`config.mk`:
```
export PLATFORM = sky130hd
export DESIGN_NAME = gcd_engine
export DESIGN_NICKNAME = d
export VERILOG_FILES = /design/src/rtl/gcd_engine.sv
export SDC_FILE = /design/constraint.sdc
export NUM_CORES = 1
export LEC_CHECK = 0
export ABC_AREA = 0
export CELL_PAD_IN_SITES_DETAIL_PLACEMENT = 0
export CELL_PAD_IN_SITES_GLOBAL_PLACEMENT = 2
export CORE_MARGIN = 8
export CORE_UTILIZATION = 40
export DETAILED_ROUTE_END_ITERATION = 10
export DONT_BUFFER_PORTS = 1
export GPL_ROUTABILITY_DRIVEN = 0
export PLACE_DENSITY_LB_ADDON = 0.1
export SETUP_SLACK_MARGIN = 0.15
export SKIP_LAST_GASP = 1
export SLEW_MARGIN = 20
export SYNTH_ARGS = -nofsm -noshare
export SYNTH_HDL_FRONTEND = slang
export SYNTH_SLANG_ARGS = --single-unit
```
`constraint.sdc`:
```
create_clock -name clk_i -period 3.5 [get_ports clk_i]
set_input_delay 0.875 -clock clk_i [delete_from_list [all_inputs] [get_ports clk_i]]
set_output_delay 0.875 -clock clk_i [all_outputs]
set_load 0.05 [all_outputs]
```
`src/rtl/gcd_engine.sv`:
```
// gcd_engine
//   Computes gcd(a_i, b_i) by repeated subtraction of the smaller operand
//   from the larger one. A zero operand is resolved directly, without
//   entering the subtract loop. The engine also reports how many
//   subtractions the last completed computation took.
//
//   Ports
//     clk_i         rising-edge clock
//     rst_i         synchronous, active-high reset
//     start_i       request, accepted only while ready_o is high
//     abort_i       cancels an in-flight computation (CALC only)
//     a_i, b_i      operands, sampled on the accepting edge
//     ready_o       idle and able to accept start_i
//     busy_o        computation in flight
//     done_o        one-cycle pulse; result_o/iter_count_o valid from here
//     result_o      last completed GCD, held until the next done_o
//     iter_count_o  subtractions of the last completed computation
module gcd_engine #(
  parameter int WIDTH = 8
) (
  input  logic             clk_i,
  input  logic             rst_i,
  input  logic             start_i,
  input  logic             abort_i,
  input  logic [WIDTH-1:0] a_i,
  input  logic [WIDTH-1:0] b_i,
  output logic             ready_o,
  output logic             busy_o,
  output logic             done_o,
  output logic [WIDTH-1:0] result_o,
  output logic [WIDTH-1:0] iter_count_o
);

  typedef enum logic [1:0] {
    IDLE = 2'd0,
    CALC = 2'd1,
    DONE = 2'd2
  } state_e;

  localparam logic [WIDTH-1:0] ONE = {{(WIDTH-1){1'b0}}, 1'b1};

  state_e           state_q;
  logic [WIDTH-1:0] a_q;
  logic [WIDTH-1:0] b_q;
  logic [WIDTH-1:0] cnt_q;
  logic [WIDTH-1:0] result_q;
  logic [WIDTH-1:0] iterCount_q;
  logic             ready_q;
  logic             busy_q;
  logic             done_q;

  // Compare and both subtraction directions are formed in parallel; the
  // controller only picks the one that takes larger minus smaller, so the
  // chosen difference can never wrap.
  logic             aEqB;
  logic             aGtB;
  logic [WIDTH-1:0] aMinusB;
  logic [WIDTH-1:0] bMinusA;
  logic             opZero;

  assign aEqB    = (a_q == b_q);
  assign aGtB    = (a_q > b_q);
  assign aMinusB = a_q - b_q;
  assign bMinusA = b_q - a_q;
  assign opZero  = (a_i == '0) || (b_i == '0);

  // Controller and datapath share one clocked process. The status flags are
  // registered alongside the state so that each is a flop output, and they
  // are always set together with the state they describe, which keeps
  // ready/busy/done mutually exclusive. result/iterCount are only written on
  // the transition into DONE, so an abort or reset never publishes a partial
  // answer.
  always_ff @(posedge clk_i) begin
    if (rst_i) begin
      state_q     <= IDLE;
      a_q         <= '0;
      b_q         <= '0;
      cnt_q       <= '0;
      result_q    <= '0;
      iterCount_q <= '0;
      ready_q     <= 1'b1;
      busy_q      <= 1'b0;
      done_q      <= 1'b0;
    end else begin
      case (state_q)
        IDLE: begin
          // abort is not looked at here, so start always wins over it
          if (start_i) begin
            a_q     <= a_i;
            b_q     <= b_i;
            cnt_q   <= '0;
            ready_q <= 1'b0;
            if (opZero) begin
              // gcd(x,0) = x and gcd(0,0) = 0, both equal to a | b
              result_q    <= a_i | b_i;
              iterCount_q <= '0;
              state_q     <= DONE;
              done_q      <= 1'b1;
            end else begin
              state_q <= CALC;
              busy_q  <= 1'b1;
            end
          end
        end

        CALC: begin
          if (abort_i) begin
            state_q <= IDLE;
            busy_q  <= 1'b0;
            ready_q <= 1'b1;
          end else if (aEqB) begin
            result_q    <= a_q;
            iterCount_q <= cnt_q;
            state_q     <= DONE;
            busy_q      <= 1'b0;
            done_q      <= 1'b1;
          end else if (aGtB) begin
            a_q   <= aMinusB;
            cnt_q <= cnt_q + ONE;
          end else begin
            b_q   <= bMinusA;
            cnt_q <= cnt_q + ONE;
          end
        end

        DONE: begin
          state_q <= IDLE;
          done_q  <= 1'b0;
          ready_q <= 1'b1;
        end

        default: begin
          state_q <= IDLE;
          busy_q  <= 1'b0;
          done_q  <= 1'b0;
          ready_q <= 1'b1;
        end
      endcase
    end
  end

  assign ready_o      = ready_q;
  assign busy_o       = busy_q;
  assign done_o       = done_q;
  assign result_o     = result_q;
  assign iter_count_o = iterCount_q;

endmodule

```
# [Word-level counts from Yosys, hierarchy flattened]
# Index checks and enable logic that the tools add are counted.
[op_classes] n_reduce_logical=13 muxes=42 bitwise=2 addsub=3 eq_ne=13 n_lt_le_gt_ge=1
[ops] op="2-to-1 mux 8 bit" n=19
[ops] op="one-hot mux 8 bit (2 select lines)" n=5
[ops] op="!= test 2 bit, second input constant" n=9
[ops] op="zero test 8 bit" n=2
[ops] op="subtractor 8 bit" n=2
[ops] op="AND reduction 5 bit" n=3
[ops] op="AND reduction 4 bit" n=3
[ops] op="2-to-1 mux 1 bit" n=10
[ops] op="adder 8 x 1 -> 8 bit, second input constant" n=1
[ops] op="equality test 8 bit" n=1
[ops] op="greater-than comparator 8 bit" n=1
[ops] op="2-to-1 mux 2 bit" n=4
[ops] op="bitwise OR 8 bit" n=1
[ops] op="one-hot mux 1 bit (2 select lines)" n=2
[ops] op="one-hot mux 2 bit (2 select lines)" n=1
[ops] op="AND reduction 2 bit" n=2
[ops] op="!= test 3 bit, second input constant" n=1
[ops] op="one-hot mux 1 bit (3 select lines)" n=1
[ops] op="equality test 2 x 1 -> 1 bit, second input constant" n=1
[ops] op="equality test 2 bit, second input constant" n=1
[ops] op="zero test 2 bit" n=1
[ops] op="nonzero test 2 bit" n=1
[ops] op="logical OR 1 bit" n=1
[ops] op="inverter 1 bit" n=1
[word_totals] register_bits=45 elab_cells=83 out_inout_bits=19

# [Longest topological paths before layout]
[depth] word_depth=5 depth_mapped=10 depth_no_buf=9

# [Worst setup path after synthesis]
# Ideal clock, no wire load.
[synth_path] path_type="in2reg" startpoint="input port a_i[4]" endpoint="register iterCount_q[0], in the netlist iter_count_o[0]" arrival_time_ns=2.267 path_stages=6 setup_slack_ns=1.117 required_ns=3.383 cell_sequence="or4_1 > nor2_1 > a21oi_1 > a211oi_4 > nor2_1 > a22o_1"
[synth_between] elab_chain_cells=4
[synth_lines] element="from (decl)" line_no="25" text="input logic [WIDTH-1:0] a_i,"
[synth_lines] element="zero test 8 bit" line_no="65" text="assign opZero = (a_i == '0) || (b_i == '0);"
[synth_lines] element="logical OR 1 bit" line_no="65"
[synth_lines] element="!= test 2 bit (no source line)"
[synth_lines] element="AND reduction 5 bit (no source line)"
[synth_lines] element="to (signal assigned)" line_no="113" text="iterCount_q <= cnt_q;"
[synth_lines] element="to (decl)" line_no="47" text="logic [WIDTH-1:0] iterCount_q;"
# Every way passes these cells.
# A chain may end at the register's enable or synchronous reset.

# [Final worst setup path]
[layout_path] startpoint="register a_q[0]" endpoint="register a_q[7]"
[layout_between] elab_chain_cells=5 elab_cells_between_ends=10
[layout_lines] element="from (decl)" line_no="43" text="logic [WIDTH-1:0] a_q;"
[layout_lines] element="from (signal assigned)" line_no="89" text="a_q <= a_i;"
[layout_lines] element="from (signal assigned)" line_no="118" text="a_q <= aMinusB;"
[layout_lines] element="subtractor 8 bit" line_no="63" text="assign aMinusB = a_q - b_q;"
[layout_lines] element="2-to-1 mux 8 bit" line_no="117" text="end else if (aGtB) begin"
[layout_lines] element="2-to-1 mux 8 bit" line_no="111" text="end else if (aEqB) begin"
[layout_lines] element="2-to-1 mux 8 bit" line_no="107" text="if (abort_i) begin"
[layout_lines] element="one-hot mux 8 bit (2 select lines)" line_no="85" text="case (state_q)"
# Several ways; a longest one is shown, not always the timed one. The select of a mux whose other input is x is not followed.

==> results list <==
- Number of nets in the layout: between 300 and 400
- For hold timing, the worst endpoint is b_q[7].
- Largest fanout of any net on the critical path: 14
- # clock sinks: 45
- HPWL after detailed placement: around 5400 microns
* Required time of the worst setup path: 3.73 ns
- The number of gates resized after CTS was 0.
- Detailed-routing iteration count for the pre-antenna-repair pass: 6
* Launch point of the worst reg-to-reg path: a_q[0]
- Starting Density: roughly two fifths
- For this design the top-level I/O count stands at 39.
* Post-CTS setup repair buffer count: 0
- TritonCTS Buffers: 5
- Minimum clock period after layout: between 2 and 3 ns
* Detailed router's first-iteration violation count: 76
- The core region is around 6600 sq um.
- Among all stages on the critical path, the largest delay is contributed by sky130_fd_sc_hd__a221oi_4.
- The worst hold path passes through 2 cells.
- The repair_antennas step left the layout with diodes totalling 0.
* Number of global-route vias before repair: ~2,200
- CTS root buffer: sky130_fd_sc_hd__clkbuf_8
- Buffers and inverters on the worst path: 1
* Fin Hold WS: ~0.50 ns
- Die X-Extent: 97.8 microns
- LEAKAGE: 1.02 nW
- Gate Count Post-Synth: 328
- The routed layout has 2,284 vias.
- In this run the most critical hold path is launched from b_q[7].
* Dominant cell type by area after synthesis: sky130_fd_sc_hd__dfxtp_1
- TritonCTS built the clock tree.
- Yosys attributes the largest share of cell area to sky130_fd_sc_hd__dfxtp_1, sky130_fd_sc_hd__ha_1, sky130_fd_sc_hd__nor2_1, sky130_fd_sc_hd__a21oi_1, sky130_fd_sc_hd__a211oi_1.
* # DRC: 0
* Maximum capacitance violations: 0
- After synthesis the cells add up to 2670 sq um.
* Final clock skew: between 0.01 and 0.015 ns
- Yosys printed 0 warnings.
- The H-tree was split into 2 levels.
- Ratio of cells with drive above 1 in the final layout: ~5.6%
* Number of endpoints with negative hold slack in the final report: 0
* Number of enable flip-flop cells after synthesis: 0
- Critical path arrival: approximately 3.0 ns
- At the later pin of the worst-skew pair, clock insertion delay measures between 0.3 and 0.4 ns.
- Status: complete, no violations
- Post-cts hold buffer count: 0
- Most used flip-flop cell after synthesis: sky130_fd_sc_hd__dfxtp_1
* # port buffers: 0
* Syn Nets: around 370
* Vias per Instance: around 5.7
* Post-synthesis sequential element count: 45
- Summing the sequential cell areas from Yosys gives between 30% and 40% of the chip area.
- Most common cell after layout, fill and taps aside: sky130_fd_sc_hd__nor2_1
* Maximum number of pins on one net before global-route repair: 32
- Per-instance average area after synthesis: roughly 8.2 sq um
- Die Ht: a little under 100 microns
- Once detail routing completed, the nets flagged for antenna violations numbered 0.
- After detailed routing, the average wire length per cell comes to approximately 18 microns.
* Power density over the cells: around 570 nW/um^2
- For the final routed database, the setup TNS stands at 0 ns.
- Number of failing setup endpoints in the final timing report: 0
- The worst pin sits at a relative slew slack of between 40 and 50%.
- The cell family contributing the most delay on the critical path is compound AO/OA/AOI/OAI gates.
- In the layout the commonest cells are sky130_fd_sc_hd__nor2_1, sky130_fd_sc_hd__dfxtp_1, sky130_fd_sc_hd__a21oi_1, sky130_fd_sc_hd__nand2_1, sky130_fd_sc_hd__inv_1.
- The worst setup path is captured at a flop.
- Critical setup path kind: flop to flop
- The initial antenna violation count came to 0.
- Worst vdd ir: 278 uV
- Highest Clock Rate: between 300 and 400 MHz
* Die area: approximately 9600 sq um
- In this run the critical register-to-register path is captured at a_q[7].
- The floorplan has 30 rows.
- The first global-routing pass estimated 11,900 microns of wire.
- In this run the deepest clock path goes through 2 buffers.
- Setup slack of the most critical reg-to-reg path: 0.76 ns
- The number of pins with negative max-slew slack in the final report came to 0.
- Clock-pin slew was measured on the worst setup and hold paths at approximately 0.10 ns.
- Measured slew at the worst slew-check pin: roughly 0.76 ns
* Area overhead of the layout relative to synthesis: 4.87%
* Final period utilization: between 70% and 80%
- Async S/R FF share, synth: 0%
* Yosys cell types: 45
- Biggest cell delay along the critical path: ~0.63 ns
- Worst R2R Path Depth: 9
- GR Util All Layers: roughly 16%
- Unrepaired setup endpoints after global routing: false
- Total grt overflow: 0
- Hold Crit Class: flop to flop
- Cells along the critical path: inv_1 > ha_1 > fa_1 > nand2b_1 > a21oi_1 > nand3_1 > a221oi_4 > nor2_1 > a311oi_1
* Routed wire length: around 7200 microns
- STA classifies the critical path startpoint as a flop.
- The top cell type by area accounts for 33.7% of the synthesized area.
worst register-to-register path, cell delays in order (launching register included):
cell and delay (ns):
sky130_fd_sc_hd__dfxtp_1 0.39, sky130_fd_sc_hd__inv_1 0.06, sky130_fd_sc_hd__ha_1 0.22, sky130_fd_sc_hd__fa_1 0.38, sky130_fd_sc_hd__nand2b_1 0.19, sky130_fd_sc_hd__a21oi_1 0.29, sky130_fd_sc_hd__nand3_1 0.17, sky130_fd_sc_hd__a221oi_4 0.63
sky130_fd_sc_hd__nor2_1 0.09, sky130_fd_sc_hd__a311oi_1 0.25
routing by layer:
| layer | global-route usage (%) | share of wire [%] | wire length (microns) |
|---|---|---|---|
| met1 | 21.5 | 50 | 3620 |
| met2 | 23.2 | 43 | 3120 |
| met3 | 3.98 | 5.4 | 392 |
| met4 | 3.96 | 0.94 | 68 |
| met5 | 0 | 0 | 0 |
cells in the mapped netlist, types with 2 or more instances:
cell,n
sky130_fd_sc_hd__nor4_1,3
sky130_fd_sc_hd__xnor2_1,3
sky130_fd_sc_hd__nand2b_1,14
sky130_fd_sc_hd__nor2_1,49
sky130_fd_sc_hd__a21o_1,2
sky130_fd_sc_hd__and2_1,2
sky130_fd_sc_hd__a211oi_1,12
sky130_fd_sc_hd__o21a_1,6
sky130_fd_sc_hd__or4_1,2
sky130_fd_sc_hd__o22ai_1,3
sky130_fd_sc_hd__dfxtp_1,45
sky130_fd_sc_hd__mux2i_1,3
sky130_fd_sc_hd__nor2b_1,2
sky130_fd_sc_hd__buf_2,3
sky130_fd_sc_hd__inv_1,17
sky130_fd_sc_hd__ha_1,16
sky130_fd_sc_hd__fa_1,2
sky130_fd_sc_hd__xor2_1,5
sky130_fd_sc_hd__o211ai_1,8
sky130_fd_sc_hd__or3_1,9
sky130_fd_sc_hd__nand3_1,2
sky130_fd_sc_hd__nand4_1,5
sky130_fd_sc_hd__a21oi_1,28
sky130_fd_sc_hd__o31a_1,3
sky130_fd_sc_hd__a22o_1,8
sky130_fd_sc_hd__clkbuf_1,10
sky130_fd_sc_hd__a311oi_1,6
sky130_fd_sc_hd__nor3_1,9
sky130_fd_sc_hd__nand3b_1,4
sky130_fd_sc_hd__buf_4,3
sky130_fd_sc_hd__nand2_1,18
sky130_fd_sc_hd__o21ai_0,13
sequential cells by signal (all words and copies together) (netlist names):
signal and flops:
a_q 8, b_q 8, busy_o 1, cnt_q 8, done_o 1, iter_count_o 8
ready_o 1, result_o 8, state_q 2
through the flow:
stage	setup slack, ns	instances	area (sq um)	utilization [%]	power [mW]
3_3_place_gp	0.801	394	2710	40.8	1.26
4_1_cts	0.752	402	2800	42.2	1.61
2_1_floorplan	1.12	328	2670	-	1.13
6_report	0.765	402	2800	42.2	1.59
5_1_grt	0.406	402	2800	42.2	1.72
3_5_place_dp	0.784	394	2710	40.8	1.25
how the worst max path moves through the flow:
| stage | slack [ns] | start | endpoint | cells after the start |
|---|---|---|---|---|
| 6_report | 0.76 | a_q[0] | a_q[7] | 9 |
| 5_1_grt | 0.41 | a_q[0] | a_q[6] | 9 |
| 4_1_cts | 0.75 | a_q[0] | a_q[5] | 9 |
| 3_5_place_dp | 0.78 | a_i[0] | iter_count_o[1] | 7 |
| 3_3_place_gp | 0.80 | a_i[0] | iter_count_o[1] | 7 |
| 2_1_floorplan | 1.12 | a_i[4] | iter_count_o[0] | 6 |
cells by family (layout without fill, tap and decap cells):
logic type	count (synthesis)	after routing	synth area share (%)
muxes	3	3	1.12
AOI/OAI and AO/OA	96	96	25.0
buffers and inverters	34	28	5.62
DFF	45	45	33.7
xor gates and xnor gates	8	8	2.62
adders and majority gates	18	18	8.98
and+or+nand+nor	124	124	22.9
layout make-up:
cell class                 instances  area [sq um]
clock inverter                     3          25.0
sequential                        45           901
timing repair buffer               3          22.5
inverter                          17          63.8
tap                               80           100
multi-input combinational        249          1620
clock buffer                       5          68.8
fill                             691          3840
where the power goes:
part / internal, mW / switching [mW]
combinational: 0.242 / 0.372
clock: 0.145 / 0.204
sequential: 0.555 / 0.0746
total: 0.941 / 0.651
No activity file was read; power rests on OpenSTA's default activity.
